$ cat src/rtl/instr_pkg.sv
// -----------------------------------------------------------------------------
// instr_pkg
// Shared definitions for the instruction encoder/loader:
//   - op_sel_e : mnemonic selector seen on the loader input (13-15 illegal)
//   - OPC_*    : 6-bit MIPS primary opcodes
//   - FN_*     : 6-bit MIPS funct codes for the SPECIAL (R-type) opcode
//   - state_e  : loader session states
//   - r_word / i_word / j_word : pack fields into a 32-bit machine word
// -----------------------------------------------------------------------------
package instr_pkg;

    typedef enum logic [3:0] {
        OP_ADD  = 4'd0,
        OP_SUB  = 4'd1,
        OP_AND  = 4'd2,
        OP_OR   = 4'd3,
        OP_SLT  = 4'd4,
        OP_JR   = 4'd5,
        OP_ADDI = 4'd6,
        OP_SLTI = 4'd7,
        OP_BEQ  = 4'd8,
        OP_LW   = 4'd9,
        OP_SW   = 4'd10,
        OP_J    = 4'd11,
        OP_JAL  = 4'd12
    } op_sel_e;

    localparam logic [5:0] OPC_SPECIAL = 6'b000000;
    localparam logic [5:0] OPC_ADDI    = 6'b001000;
    localparam logic [5:0] OPC_SLTI    = 6'b001010;
    localparam logic [5:0] OPC_BEQ     = 6'b000100;
    localparam logic [5:0] OPC_LW      = 6'b100011;
    localparam logic [5:0] OPC_SW      = 6'b101011;
    localparam logic [5:0] OPC_J       = 6'b000010;
    localparam logic [5:0] OPC_JAL     = 6'b000011;

    localparam logic [5:0] FN_ADD = 6'b100000;
    localparam logic [5:0] FN_SUB = 6'b100010;
    localparam logic [5:0] FN_AND = 6'b100100;
    localparam logic [5:0] FN_OR  = 6'b100101;
    localparam logic [5:0] FN_SLT = 6'b101010;
    localparam logic [5:0] FN_JR  = 6'b001000;

    // ST_PAD is only reachable when the nop-padding option is built in.
    typedef enum logic [1:0] {
        ST_IDLE = 2'd0,
        ST_LOAD = 2'd1,
        ST_PAD  = 2'd2,
        ST_DONE = 2'd3
    } state_e;

    // R-type layout: opcode | rs | rt | rd | shamt(0) | funct
    function automatic logic [31:0] r_word(input logic [4:0] rs,
                                           input logic [4:0] rt,
                                           input logic [4:0] rd,
                                           input logic [5:0] funct);
        return {OPC_SPECIAL, rs, rt, rd, 5'd0, funct};
    endfunction

    // I-type layout: opcode | rs | rt | imm
    function automatic logic [31:0] i_word(input logic [5:0]  opc,
                                           input logic [4:0]  rs,
                                           input logic [4:0]  rt,
                                           input logic [15:0] imm);
        return {opc, rs, rt, imm};
    endfunction

    // J-type layout: opcode | target
    function automatic logic [31:0] j_word(input logic [5:0]  opc,
                                           input logic [25:0] target);
        return {opc, target};
    endfunction

endpackage

$ cat src/rtl/instr_field_encoder.sv
// -----------------------------------------------------------------------------
// instr_field_encoder
// Purely combinational: turns a mnemonic selector plus raw register/immediate
// fields into a 32-bit MIPS machine word. Fields a format does not use are
// forced to zero so stray bench/boot values never leak into the word.
// Ports:
//   op_sel  in  4   mnemonic selector (op_sel_e values, 13-15 illegal)
//   rs      in  5   source register
//   rt      in  5   target register
//   rd      in  5   destination register
//   imm     in  16  immediate / branch offset (used verbatim)
//   target  in  26  jump target field
//   word    out 32  encoded instruction (0 when illegal)
//   illegal out 1   op_sel is not a supported mnemonic
// -----------------------------------------------------------------------------
module instr_field_encoder
    import instr_pkg::*;
(
    input  logic [3:0]  op_sel,
    input  logic [4:0]  rs,
    input  logic [4:0]  rt,
    input  logic [4:0]  rd,
    input  logic [15:0] imm,
    input  logic [25:0] target,
    output logic [31:0] word,
    output logic        illegal
);

    always_comb begin
        word    = 32'd0;
        illegal = 1'b0;
        case (op_sel)
            OP_ADD:  word = r_word(rs, rt, rd, FN_ADD);
            OP_SUB:  word = r_word(rs, rt, rd, FN_SUB);
            OP_AND:  word = r_word(rs, rt, rd, FN_AND);
            OP_OR:   word = r_word(rs, rt, rd, FN_OR);
            OP_SLT:  word = r_word(rs, rt, rd, FN_SLT);
            // JR only names rs; rt and rd are masked off.
            OP_JR:   word = r_word(rs, 5'd0, 5'd0, FN_JR);
            OP_ADDI: word = i_word(OPC_ADDI, rs, rt, imm);
            OP_SLTI: word = i_word(OPC_SLTI, rs, rt, imm);
            OP_BEQ:  word = i_word(OPC_BEQ, rs, rt, imm);
            OP_LW:   word = i_word(OPC_LW, rs, rt, imm);
            OP_SW:   word = i_word(OPC_SW, rs, rt, imm);
            OP_J:    word = j_word(OPC_J, target);
            OP_JAL:  word = j_word(OPC_JAL, target);
            default: illegal = 1'b1;
        endcase
    end

endmodule

$ cat src/rtl/instr_encoder_loader.sv
// -----------------------------------------------------------------------------
// instr_encoder_loader
// Session-based program loader: accepts mnemonic-level beats over a
// valid/ready handshake, encodes each into a MIPS word and writes it to
// consecutive instruction-memory word addresses through a registered write
// port (one cycle after acceptance, full throughput).
//
// Build option: define NOP_PAD_EN to fill the unused tail of memory with
// 32'h00000000 after a session closes early (PAD state). Without it the
// remaining memory is left untouched.
//
// Ports:
//   clk_i        in  1         clock, rising edge
//   rst_i        in  1         asynchronous active-low reset
//   start_i      in  1         begin a session (honoured in IDLE/DONE)
//   valid_i      in  1         beat valid
//   ready_o      out 1         loader can accept a beat
//   last_i       in  1         final beat of the session
//   op_sel_i     in  4         mnemonic selector
//   rs_i/rt_i/rd_i in 5        register fields
//   imm_i        in  16        immediate / branch offset
//   target_i     in  26        jump target
//   mem_we_o     out 1         single-cycle write strobe
//   mem_addr_o   out ADDR_W    word address (holds between writes)
//   mem_wdata_o  out 32        encoded word (holds between writes)
//   count_o      out ADDR_W+1  program words written this session
//   done_o       out 1         level, high while in DONE
//   error_o      out 1         sticky illegal-op flag for this session
// -----------------------------------------------------------------------------
module instr_encoder_loader
    import instr_pkg::*;
#(
    parameter int ADDR_W = 8
) (
    input  logic              clk_i,
    input  logic              rst_i,
    input  logic              start_i,
    input  logic              valid_i,
    output logic              ready_o,
    input  logic              last_i,
    input  logic [3:0]        op_sel_i,
    input  logic [4:0]        rs_i,
    input  logic [4:0]        rt_i,
    input  logic [4:0]        rd_i,
    input  logic [15:0]       imm_i,
    input  logic [25:0]       target_i,
    output logic              mem_we_o,
    output logic [ADDR_W-1:0] mem_addr_o,
    output logic [31:0]       mem_wdata_o,
    output logic [ADDR_W:0]   count_o,
    output logic              done_o,
    output logic              error_o
);

    // Pointer is one bit wider than the address so "memory full" (== DEPTH)
    // is simply its top bit.
    localparam logic [ADDR_W:0] LAST_SLOT = {1'b0, {ADDR_W{1'b1}}};
    localparam logic [ADDR_W:0] PTR_ONE   = {{ADDR_W{1'b0}}, 1'b1};

    state_e              state;
    state_e              state_next;
    logic [ADDR_W:0]     ptr;
    logic [ADDR_W:0]     count;
    logic                closing;
    logic                error_flag;
    logic                mem_we;
    logic [ADDR_W-1:0]   mem_addr;
    logic [31:0]         mem_wdata;
    logic                ptr_full;
    logic                accept;
    logic                start_load;
    logic                pad_write;
    logic [31:0]         enc_word;
    logic                enc_illegal;

    instr_field_encoder u_encoder (
        .op_sel  (op_sel_i),
        .rs      (rs_i),
        .rt      (rt_i),
        .rd      (rd_i),
        .imm     (imm_i),
        .target  (target_i),
        .word    (enc_word),
        .illegal (enc_illegal)
    );

    assign ptr_full = ptr[ADDR_W];

    // "closing" covers the cycle in which the final word is being written;
    // holding ready low there stops a beat sneaking in after last_i, and
    // leaving LOAD one cycle later makes done_o rise after the final write.
    assign ready_o     = (state == ST_LOAD) && !ptr_full && !closing;
    assign done_o      = (state == ST_DONE);
    assign count_o     = count;
    assign error_o     = error_flag;
    assign mem_we_o    = mem_we;
    assign mem_addr_o  = mem_addr;
    assign mem_wdata_o = mem_wdata;

    // Session state register.
    always_ff @(posedge clk_i or negedge rst_i) begin
        if (!rst_i) begin
            state <= ST_IDLE;
        end else begin
            state <= state_next;
        end
    end

    // Next-state decode plus the per-cycle datapath commands (accept a beat,
    // clear for a new session, emit a pad word).
    always_comb begin
        state_next = state;
        accept     = 1'b0;
        start_load = 1'b0;
        pad_write  = 1'b0;
        case (state)
            ST_IDLE, ST_DONE: begin
                if (start_i) begin
                    state_next = ST_LOAD;
                    start_load = 1'b1;
                end
            end
            ST_LOAD: begin
                accept = valid_i && ready_o;
                if (closing) begin
`ifdef NOP_PAD_EN
                    state_next = ptr_full ? ST_DONE : ST_PAD;
`else
                    state_next = ST_DONE;
`endif
                end
            end
`ifdef NOP_PAD_EN
            ST_PAD: begin
                // One extra cycle after the last pad write before DONE so
                // done_o again trails the final write.
                if (ptr_full) begin
                    state_next = ST_DONE;
                end else begin
                    pad_write = 1'b1;
                end
            end
`endif
            default: state_next = ST_IDLE;
        endcase
    end

    // Pointer, counters, sticky error and the registered memory write port.
    // Illegal beats are consumed without touching the pointer, but a last_i
    // on them still closes the session.
    always_ff @(posedge clk_i or negedge rst_i) begin
        if (!rst_i) begin
            ptr        <= '0;
            count      <= '0;
            closing    <= 1'b0;
            error_flag <= 1'b0;
            mem_we     <= 1'b0;
            mem_addr   <= '0;
            mem_wdata  <= 32'd0;
        end else begin
            mem_we <= 1'b0;
            if (start_load) begin
                ptr        <= '0;
                count      <= '0;
                closing    <= 1'b0;
                error_flag <= 1'b0;
            end else if (accept) begin
                if (enc_illegal) begin
                    error_flag <= 1'b1;
                end else begin
                    mem_we    <= 1'b1;
                    mem_addr  <= ptr[ADDR_W-1:0];
                    mem_wdata <= enc_word;
                    ptr       <= ptr + PTR_ONE;
                    count     <= count + PTR_ONE;
                end
                closing <= last_i || (!enc_illegal && (ptr == LAST_SLOT));
            end else if (pad_write) begin
                mem_we    <= 1'b1;
                mem_addr  <= ptr[ADDR_W-1:0];
                mem_wdata <= 32'd0;
                ptr       <= ptr + PTR_ONE;
            end else if (closing) begin
                closing <= 1'b0;
            end
        end
    end

endmodule

$ cat config.mk
export PLATFORM = sky130hd
export DESIGN_NAME = instr_encoder_loader
export DESIGN_NICKNAME = d
export VERILOG_FILES = /design/src/rtl/instr_pkg.sv /design/src/rtl/instr_field_encoder.sv /design/src/rtl/instr_encoder_loader.sv
export SDC_FILE = /design/constraint.sdc
export NUM_CORES = 1
export LEC_CHECK = 0
export ABC_AREA = 1
export CORE_AREA = 2 2 108 110
export CTS_CLUSTER_SIZE = 24
export DETAILED_ROUTE_END_ITERATION = 12
export DIE_AREA = 0 0 110 112
export PLACE_DENSITY = 0.53
export SLEW_MARGIN = 20
export SYNTH_ARGS = -nofsm -noshare
export SYNTH_HDL_FRONTEND = slang
export SYNTH_SLANG_ARGS = --single-unit
$ cat constraint.sdc
create_clock -name clk_i -period 2.5 [get_ports clk_i]
set_input_delay 0.5 -clock clk_i [delete_from_list [all_inputs] [get_ports clk_i]]
set_output_delay 0.5 -clock clk_i [all_outputs]
set_load 0.05 [all_outputs]
After elaboration in Yosys (flattened, before gate mapping)
Cells that the tools add are included.

Output and inout bits: 53. Word-level logic and storage cells: 67. Bits in registers: 63.

Reductions and logical operators: 17. Add/subtract/negate cells: 2. Eq/ne operators: 18. Mux-type cells: 21. Bitwise logic cells: 1.

Operator list (number): 32-bit one-hot mux with 13 select lines (1); 9-bit two-way mux (6); 4-bit equality test, second input constant (5); 9-bit by 1-bit adder with 9-bit output, second input constant (2); 4-bit by 3-bit equality test with 1-bit output, second input constant (4); 13-bit OR reduction (1); 1-bit two-way mux (11); 9-bit by 8-bit equality test with 1-bit output, second input constant (1); 4-bit by 2-bit equality test with 1-bit output, second input constant (2); 2-bit AND reduction (3); 4-bit by 1-bit equality test with 1-bit output, second input constant (1); 1-bit logical AND (4); 4-bit logical NOT (1); 2-bit two-way mux (2); 2-bit inequality test, second input constant (2); 2-bit one-hot mux with 2 select lines (1); 2-bit nonzero test (2); 3-bit AND reduction (1); 2-bit by 1-bit equality test with 1-bit output, second input constant (1); 2-bit equality test, second input constant (1); 1-bit logical NOT (2); 2-bit logical NOT (1); 2-bit by 1-bit inequality test with 1-bit output, second input constant (1); 2-bit OR reduction (1); 2 further kinds (2).

Logic depth before layout (Yosys ltp)
Depth in word-level cells: 7. Depth in mapped cells: 10. Depth with buffers taken out: 9.

Hierarchy
Synthesis repeated with hierarchy kept, for this count alone.

Cell total of the unflattened synthesis: 481. Area total of the unflattened synthesis: 3463.3 um2.

By module, submodules not included: instr_encoder_loader (area each 2894.0 um2, instances 1, seq. area each 1576.5 um2, cells an instance 354); instr_field_encoder (area each 569.3 um2, instances 1, seq. area each 0.0 um2, cells an instance 127).

Worst setup path after synthesis
No wires, ideal clock.

Kind: reg2reg. Start point: register state[0]. End point: register mem_addr[0] (netlist: mem_addr_o[0]). Cell stages (with the launch flop): 9. Arrival time: 1588 ps. Clock period less this slack: 1707 ps. Setup slack: 793 ps. Required time: 2381 ps. Library setup time: 119 ps. Cell sequence: dfrtp_1 > inv_1 > ha_1 > nand2_1 > nand4_1 > nor2_2 > buf_4 > nand2_1 > o21a_1.

Cells in the longest elaborated chain, start to end: 6. Elaborated cells on any way between the ends: 11. Classes of those cells: 2 x eq/ne; 2 x mux; 1 x bitwise; 6 x reduce/logical.

Ends and longest elaborated chain: start: declaration (RTL line instr_encoder_loader.sv:60) `state_e state;`; start signal: assignment (RTL line instr_encoder_loader.sv:105) `state <= state_next;`; 2-bit by 1-bit equality test with 1-bit output (RTL line instr_encoder_loader.sv:92, instr_encoder_loader.sv:116); 1-bit logical AND (2 in a row) (RTL line instr_encoder_loader.sv:92) `assign ready_o = (state == ST_LOAD) && !ptr_full && !closing;`; 1-bit logical AND (RTL line instr_encoder_loader.sv:124) `accept = valid_i && ready_o;`; 1-bit two-way mux (RTL line instr_encoder_loader.sv:116) `case (state)`; 3-bit AND reduction (no line) (*); end signal: assignment (RTL line instr_encoder_loader.sv:172) `mem_addr <= ptr[ADDR_W-1:0];`; end signal: assignment (RTL line instr_encoder_loader.sv:180) `mem_addr <= ptr[ADDR_W-1:0];`; end: declaration (RTL line instr_encoder_loader.sv:67) `logic [ADDR_W-1:0] mem_addr;`.

Mark *: on every way between the ends. The rest lies on a longest branch, timed or not. A chain may end at the register's enable or synchronous reset.

Worst setup path in the final report
Start point: register state[0]. End point: output port done_o.

Cells in the longest elaborated chain, start to end: 1.

Ends and longest elaborated chain: 2-bit equality test (RTL line instr_encoder_loader.sv:93) `assign done_o = (state == ST_DONE);`; end: declaration (RTL line instr_encoder_loader.sv:51) `output logic done_o,`.

No other way between the ends.

==> results.json <==
{
  "status": "finished clean",
  "slowest_delay_ns": 0.79,
  "tritoncts": "done",
  "gp_congestion": 0.828,
  "nFillCells": 1157,
  "routed_wl_um": 9420,
  "crit_path_start_kind": "flop",
  "synth_compound_area_share_pct": 7.51,
  "path_class": "reg -> out",
  "peakVddDrop_mv": 0.544,
  "antenna_found_initial": 0,
  "synth_xor_area_share_pct": 1.62,
  "synth_seq_cells": 62,
  "drt_pass1_iterations": 4,
  "remaining_drc_errors": 0,
  "seq_area_um2": 1550,
  "final-hold-violation-count": 0,
  "power.switching_w": 0.00248,
  "rsz0062_at_grt": "no",
  "die_y_um": 112,
  "synthAdderAreaFrac_pct": 2.70,
  "synth_ff_type": "dfrtp_1",
  "post-synth-top-area-cell": "dfrtp_1",
  "finalSetupTns_ns": 0,
  "wl_per_cell_um": 13.2,
  "layout-area-overhead-vs-synth_pct": 49.7,
  "synth.distinct_cells": 27,
  "cts_max_path_buffers": 2,
  "final_common_cell": "nand2_1",
  "worstSetupEndpointType": "output pin",
  "layout_common_cells": "nand2_1, clkdlybuf4s50_1, dfrtp_1",
  "cts_sinks": 62,
  "pre_cts_slack_ns": 0.194,
  "combPwrFrac_pct": 50.0,
  "switching_share_pct": 45.3,
  "drt_first_iter_violations": 113,
  "p_per_area_nw_per_um2": 1130,
  "p_clk_share_pct": 21.9,
  "cp_data_required_time_ns": 2.00,
  "grt_pass1_vias": 3076,
  "fin_ws_ns": 0.306,
  "max_freq_mhz": 456,
  "synthSimpleGateAreaFrac_pct": 32.7,
  "cts.repair.resized": 0,
  "rows": 39,
  "synth_area_um2": 3250,
  "yosys_warnings": 0,
  "fin_skew_ns": 0.00727,
  "critical_path_peak_fanout": 5,
  "drive_gt1_share_pct": 5.80,
  "worst_path_max_delay_cell": "clkdlybuf4s50_1",
  "fin_nets": 637,
  "setup_viol": 0,
  "core-area_um2": 11200,
  "grt_usage_pct": 15.8,
  "n_antenna_cell": 0,
  "seqPwrFrac_pct": 28.1,
  "synth_top_area_share_pct": 47.8,
  "fin_crit_ns": 2.19,
  "vias": 3188,
  "grt_pass1_wl_um": 15100,
  "crit_path_cell_trace": "ha_1 -> clkdlybuf4s50_1",
  "synth.area.mux_share_pct": 0,
  "internal_power_w": 0.00299,
  "period_share_pct": 87.8,
  "start_util_pct": 29.1,
  "numCtsBuffers": 9,
  "synth_edf_count": 0,
  "finalMaxSlewViolations": 0,
  "dieArea_um2": 12300,
  "avgSynthCellArea_um2": 7.38,
  "seq_area_frac_synth_pct": 47.8,
  "worst_pin_slew_ns": 0.656,
  "viasPerCell": 4.48,
  "hold_buffers": 0,
  "ant_nets": 0,
  "synthCells": 440,
  "grt_overflow": 0,
  "cp.arrival_ns": 1.69,
  "multi_input_area_um2": 1460,
  "cts.reportedPaths.clkPinSlew_ns": 0.05,
  "io_buffers": 117,
  "post_cts_buffers": 0,
  "clk-insertion-delay-late_ns": 0.32,
  "ios": 119,
  "synth_top_family_by_area": "simple AND/OR/NAND/NOR gates",
  "drv_cap": 0,
  "slew_headroom_pct": 55.8,
  "grt_max_degree": 28,
  "synth_nets": 513,
  "place_hpwl_um": 7100,
  "synthArstFlopShare_pct": 100,
  "htreeDepth": 3,
  "p_leak_nw": 2.31,
  "hp-class": "in -> async",
  "die_w_um": 110,
  "cts-root-buf": "clkbuf_16",
  "synth_area_leaders": "dfrtp_1, nand2_1, inv_1"
}
-- path summary, 6_finish.rpt --
kind	start	end	slack (ns)	cells after the start
max in group asynchronous	rst_i	mem_addr_o[2]$_DFFE_PN0P_	1.65	2
max	state[0]$_DFFE_PN0P_	done_o	0.31	2
min in group clk_i	mem_addr_o[5]$_DFFE_PN0P_	mem_addr_o[5]$_DFFE_PN0P_	0.47	2
min	rst_i	mem_wdata_o[7]$_DFFE_PN0P_	0.12	1
max reg2reg	state[0]$_DFFE_PN0P_	mem_wdata_o[24]$_DFFE_PN0P_	0.40	9
min reg2reg	mem_addr_o[5]$_DFFE_PN0P_	mem_addr_o[5]$_DFFE_PN0P_	0.47	2
-- synthesized netlist by cell type, types with 5 or more instances --
library cell,n
nand2_1,183
o21ai_0,21
nand4_1,5
buf_2,7
ha_1,7
a21oi_1,12
nand3_1,30
nor2_1,37
dfrtp_1,62
o22ai_1,5
inv_1,40
-- metal layers --
metal	vias up	routed length (um)	GRT usage (%)	part of all wire [%]
li1	1627	-	-	-
met1	1473	4240	20.5	45
met2	78	4540	25.4	48
met3	10	537	5.04	5.7
met4	0	95	4.05	1.0
met5	-	0	0	0
-- final cells by class --
cell class,count,share of cell area (%)
Sequential cell,62,31.9
Multi-Input combinational cell,323,30.0
Timing Repair Buffer,127,25.5
Clock buffer,11,4.79
Tap cell,143,3.68
Inverter,41,3.17
Clock inverter,5,1.03
-- critical path, delay by kind of cell, from the launching register on --
| family | cells | cell delay (ns) |
|---|---|---|
| fa+ha+maj | 1 | 0.17 |
| buf+inv | 1 | 0.79 |
| flops | 1 | 0.41 |
-- sequential cells by signal, indices dropped and copies added (netlist names) --
signal and count:
error_o 1, mem_addr_o 8, mem_we_o 1, count_o 9, mem_wdata_o 31, state 2
ptr 9, closing 1
-- power by group through the flow --
stage | clock (W) | combinational, W | sequential, W
5_1_grt | 0.00128 | 0.00293 | 0.00158
2_1_floorplan | 0 | 0.000798 | 0.00252
4_1_cts | 0.00123 | 0.00278 | 0.00155
6_report | 0.00120 | 0.00273 | 0.00154
3_3_place_gp | 0 | 0.00274 | 0.00156
3_5_place_dp | 0 | 0.00277 | 0.00156
-- per-stage QoR --
stage	area [um2]	hold WS (ns)	utilization (%)	power, W	cells
2_1_floorplan	3250	0.204	-	0.00332	440
6_report	4860	0.121	43.5	0.00547	712
4_1_cts	4860	0.132	43.5	0.00555	712
3_5_place_dp	4580	0.469	41.0	0.00432	696
3_3_place_gp	4580	0.463	41.0	0.00430	696
5_1_grt	4860	0.146	43.5	0.00578	712
-- cells by family after synthesis --
logic type | count (synthesis)
fa+ha+maj | 7
buf+inv | 55
simple gates | 263
compound gates | 46
flops | 62
other cells | 1
xor+xnor | 6
(Power assumes the default switching activity.)
